$ cat src/rtl/sumador4bits_display7s.sv
// Registered 4-bit unsigned adder driving three hex 7-segment digits.
// Shows operand X, operand Y and the 4-bit sum; the carry-out has its own line.
// Segment vectors are {g,f,e,d,c,b,a}, active-high, no decimal point.
module sumador4bits_display7s (
    input  logic       clk,
    input  logic       rst,
    input  logic [3:0] X,
    input  logic [3:0] Y,
    output logic       CarriSalida,
    output logic [6:0] X_Display,
    output logic [6:0] Y_Display,
    output logic [6:0] Resultado_Display
);

    logic [4:0] sum_full;

    // Hex digit to segment pattern; b and d use lower-case glyphs.
    function automatic logic [6:0] hex_to_seg(input logic [3:0] digit);
        logic [6:0] seg;
        case (digit)
            4'h0:    seg = 7'h3F;
            4'h1:    seg = 7'h06;
            4'h2:    seg = 7'h5B;
            4'h3:    seg = 7'h4F;
            4'h4:    seg = 7'h66;
            4'h5:    seg = 7'h6D;
            4'h6:    seg = 7'h7D;
            4'h7:    seg = 7'h07;
            4'h8:    seg = 7'h7F;
            4'h9:    seg = 7'h6F;
            4'hA:    seg = 7'h77;
            4'hB:    seg = 7'h7C;
            4'hC:    seg = 7'h39;
            4'hD:    seg = 7'h5E;
            4'hE:    seg = 7'h79;
            default: seg = 7'h71;
        endcase
        return seg;
    endfunction

    // Five-bit sum so the carry-out is simply the top bit.
    always_comb begin
        sum_full = {1'b0, X} + {1'b0, Y};
    end

    // Output registers: cleared immediately on reset, loaded every edge otherwise.
    always_ff @(posedge clk or posedge rst) begin
        if (rst) begin
            CarriSalida       <= 1'b0;
            X_Display         <= 7'h00;
            Y_Display         <= 7'h00;
            Resultado_Display <= 7'h00;
        end else begin
            CarriSalida       <= sum_full[4];
            X_Display         <= hex_to_seg(X);
            Y_Display         <= hex_to_seg(Y);
            Resultado_Display <= hex_to_seg(sum_full[3:0]);
        end
    end

endmodule

$ cat config.mk
export PLATFORM = sky130hd
export DESIGN_NAME = sumador4bits_display7s
export DESIGN_NICKNAME = d
export VERILOG_FILES = /design/src/rtl/sumador4bits_display7s.sv
export SDC_FILE = /design/constraint.sdc
export NUM_CORES = 1
export LEC_CHECK = 0
export CAP_MARGIN = 25
export CORE_UTILIZATION = 54
export DETAILED_ROUTE_END_ITERATION = 7
export GPL_TIMING_DRIVEN = 0
export PLACE_DENSITY = 0.87
export SETUP_SLACK_MARGIN = 0.5
export SLEW_MARGIN = 20
export SYNTH_ARGS = -nofsm -noshare
export SYNTH_HDL_FRONTEND = slang
export SYNTH_SLANG_ARGS = --single-unit
$ cat constraint.sdc
create_clock -name clk -period 1.1 [get_ports clk]
set_input_delay 0.33 -clock clk [delete_from_list [all_inputs] [get_ports clk]]
set_output_delay 0.33 -clock clk [all_outputs]
set_load 0.01 [all_outputs]
==> flow_summary.toml, run 1 <==
[status]
status = "aborted with a tool error"
lastStage = "global routing"
error = "[ERROR DPL-0038] Utilization greater than 100%, impossible to legalize"

[die]
start_util_pct = 57.9
num_io_pins = 32
num_rows = 18
die_height_um = 54.0
die_w_um = 54.0

[synth]
synthAdderAreaFrac_pct = 22.8
netlist_instances = 139
syn_area_um2 = 1460
synth_mux_area_share_pct = 7.71
synth-edff-count = 0
synth_top_cells_by_area = "dfrtp_1 (38%), ha_1 (21%), a21oi_1 (4.1%), mux2i_1 (4.1%), inv_1 (3.1%)"
yosysTopAreaCell = "dfrtp_1"
synthDominantCellAreaShare_pct = 37.7
ys.flop_type = "dfrtp_1"
synth_xor_area_share_pct = 3.60
synth_compound_area_share_pct = 13.5
synth_common_cells = "ha_1 (25), dfrtp_1 (22), a21oi_1 (12), inv_1 (12), nor2_1 (9)"
synth_simple_gate_area_share_pct = 10.9
synth_nets = 175
ys_ff_latch = 22
syn_avg_cell_area_um2 = 10.5
synth_top_family_by_area = "adder cells"
async_flop_share_pct = 100
ys_seq_area_share_pct = 37.7
yosysWarnings = 0
ys_types = 31
yosysMostFrequentCell = "ha_1"

[timing]
worst-ep-kind = "sequential cell input"
worst_endpoint = "Resultado_Display[0]$_DFF_PP0_/D"

[cts]
cts_buffers = 3
hold_buffers = 0
cts-root-buf = "clkbuf_4"
clock-sinks = 22
h-tree-depth = 1
clk_path_buf_depth = 2

[place]
port_buffers = 31
place_congestion = 0.836
hpwlAfterDp_um = 2250
dp_cells = 200

[global_routing]
grt_max_degree = 12
[cell families after synthesis]
family | count (synthesis)
buf+inv | 15
compound gates | 32
mux | 9
xor+xnor | 3
flops | 22
fa+ha+maj | 26
simple gates | 32
[per-stage QoR]
stage,TNS [ns],cell area [µm²],utilization [%],worst slack (ns)
3_3_place_gp,-25.52,2100,83.3,-1.68
4_1_cts,-6.19,2410,95.6,-0.523
3_5_place_dp,-26.62,2100,83.3,-1.76
2_1_floorplan,-4.36,1750,-,-0.666
[what timing repair did]
item,CTS
setup endpoints to repair,66
setup buffers,20
pin swaps,24
gates cloned,1
gates resized for setup,180
==> inputs of run 2 (changes only) <==
--- a/config.mk
+++ b/config.mk
@@ -6,11 +6,10 @@
 export NUM_CORES = 1
 export LEC_CHECK = 0
 export CAP_MARGIN = 25
-export CORE_UTILIZATION = 54
+export CORE_UTILIZATION = 40
 export DETAILED_ROUTE_END_ITERATION = 7
 export GPL_TIMING_DRIVEN = 0
-export PLACE_DENSITY = 0.87
-export SETUP_SLACK_MARGIN = 0.5
+export PLACE_DENSITY_LB_ADDON = 0.15
 export SLEW_MARGIN = 20
 export SYNTH_ARGS = -nofsm -noshare
 export SYNTH_HDL_FRONTEND = slang
==> run 2 against run 1 <==
The flow now finishes, with violations (setup timing). Synthesized cell count stayed put. Area after synthesis stayed put.
==> flow_summary.toml, run 2 <==
[power]
leakagePower_nw = 0.936
p_per_area_nw_per_um2 = 1100
ir_drop_v = 0.000474
finalPower_mw = 2.32

[synth]
synth_top_family_by_area = "adder cells"
netlist_instances = 139
synth_common_cells = "ha_1 (25), dfrtp_1 (22), a21oi_1 (12), inv_1 (12), nor2_1 (9)"
synth_compound_area_share_pct = 13.5
ys.flop_type = "dfrtp_1"
yosysMostFrequentCell = "ha_1"
ys_types = 31
async_flop_share_pct = 100
synthAdderAreaFrac_pct = 22.8
synth_mux_area_share_pct = 7.71
synth_nets = 175
yosysTopAreaCell = "dfrtp_1"
ys_ff_latch = 22
synth_xor_area_share_pct = 3.60
ys_seq_area_share_pct = 37.7
synth_top_cells_by_area = "dfrtp_1 (38%), ha_1 (21%), a21oi_1 (4.1%), mux2i_1 (4.1%), inv_1 (3.1%)"
synthDominantCellAreaShare_pct = 37.7
syn_area_um2 = 1460
yosysWarnings = 0
syn_avg_cell_area_um2 = 10.5
synth-edff-count = 0
synth_simple_gate_area_share_pct = 10.9

[finish]
layout-drive-gt1-share_pct = 48.4
finalNonFillerCells = 230
mostFrequentLayoutCell = "dfrtp_1"
fin_nets = 222
reg.largest.list = "Resultado_Display (7), X_Display (7), Y_Display (7)"
stdcell_area_um2 = 2110
antennaDiodeCount = 0
final_cell_mix = "dfrtp_1 (22), buf_2 (20), ha_1 (13), buf_4 (11)"
area_delta_synth_final_pct = 44.3

[detailed_routing]
wl_um = 2960
wl_per_cell_um = 12.9
drt_iter0_drc = 36
final_antenna_net_count = 0
vias = 1117
viasPerCell = 4.86
drc_errors = 0
first_pass_iters = 4

[timing]
slew_headroom_pct = 70.7
min_period_over_period_pct = 145
setup_tns_ns = -3.97
fmax_mhz = 628
worst_slack_ns = -0.492
fin_crit_ns = 1.59
hold_viol = 0
drv_slew = 0
setup_violations = 32
rsz0062_at_grt = "true"
worst_pin_slew_ns = 0.439

[setup_path]
path_cells = "buf_12 > ha_4 > fa_2 > inv_4 > ha_4 > and2_4 > nor2_2 > mux2_4"
cp.arrival_ns = 1.78
critPathBufInv = 2
cp-end-kind = "flop"
slowest_stage = "fa_2"
critical_path_class = "in -> reg"
critPathMaxStageDelay_ns = 0.47
worstSetupStartpointType = "input port"
crit_family = "adder cells"
cp_data_required_time_ns = 1.29
crit_fanout = 5
critical_path.most_common_cell = "ha_4"

[global_routing]
grt_pass1_wl_um = 4940
grt.total_usage_pct = 16.2
overflow = 0
grt_pass1_vias = 1109
antenna_found_initial = 0
grt_max_degree = 23

[die]
die_w_um = 62.4
num_io_pins = 32
start_util_pct = 42.8
num_rows = 21
die-area_um2 = 3900
core_area_um2 = 3420
die_height_um = 62.4

[place]
place_congestion = 0.906
port_buffers = 31
hpwlAfterDp_um = 2240
placed_cell_area_um2 = 1950
dp_cells = 216

[cts]
cts-root-buf = "clkbuf_4"
hold_buffers = 0
h-tree-depth = 1
cts_buffers = 3
cts_tree = "yes"
clock-sinks = 22
clk_path_buf_depth = 2
clkSlewWorstSetupHoldPaths_ns = 0.10

[job]
maxCapViolations = 0

[status]
status = "finished with violations"
violations = "setup timing"

[hold_path]
hp-class = "in -> async"
[run 2: cell counts after synthesis]
Identical to the previous run, type by type.
[run 2: through the flow]
| stage | hold WS (ns) | utilization [%] | setup WS, ns |
|---|---|---|---|
| after floorplan | 0.319 | - | -0.666 |
| after global routing | 0.393 | 61.7 | -0.522 |
| after detailed placement | 0.825 | 57.2 | -1.58 |
| after global placement | 0.814 | 57.2 | -1.55 |
| after CTS | 0.373 | 59.1 | -0.524 |
| final | 0.386 | 61.7 | -0.492 |
[run 2: layer usage]
layer	vias up	part of all wire, %	global-route usage, %
met5	-	0	0
met4	0	3.4	10.8
met3	8	2.9	1.64
met2	26	53	27.6
met1	521	41	19.3
li1	562	-	-
[run 2: worst max path at each step]
stage / start / end / slack (ns) / depth (start not counted)
2_1_floorplan: X[0] / Resultado_Display[2] / -0.67 / 6
3_3_place_gp: X[0] / Resultado_Display[0] / -1.55 / 8
3_5_place_dp: X[0] / Resultado_Display[0] / -1.58 / 8
4_1_cts: Y[0] / Resultado_Display[0] / -0.52 / 7
5_1_grt: X[0] / Resultado_Display[0] / -0.52 / 8
6_report: Y[0] / Resultado_Display[0] / -0.49 / 8
[run 2: logic make-up after synthesis]
family / after synthesis
multiplexers: 9
flip-flops: 22
XOR/XNOR: 3
AND/OR/NAND/NOR: 32
adder cells (fa/ha/maj): 26
buffers and inverters: 15
AO/OA/AOI/OAI: 32
[run 2: repair_timing]
item                                    in CTS  in global routing
buffers inserted                             8                  3
gates cloned                                 0                  0
endpoints found under the setup margin      44                 56
pin swaps                                   10                  8
gates resized for setup                    144                 23
[run 2: report_power, final]
part           switching (mW)  internal, mW  leakage, nW
Sequential             0.0316         0.924        0.234
Combinational           0.514         0.523        0.688
Clock                   0.198         0.128       0.0138
[run 2: final cells by class]
cell class	count	area (µm²)
flip-flops and latches	22	551
clock buffers	3	22.5
repair buffers	42	315
fillers	284	1310
well taps	46	57.6
inverters	12	73.8
plain buffers	3	17.5
multi-input cells	102	1070
(Power assumes the default switching activity.)
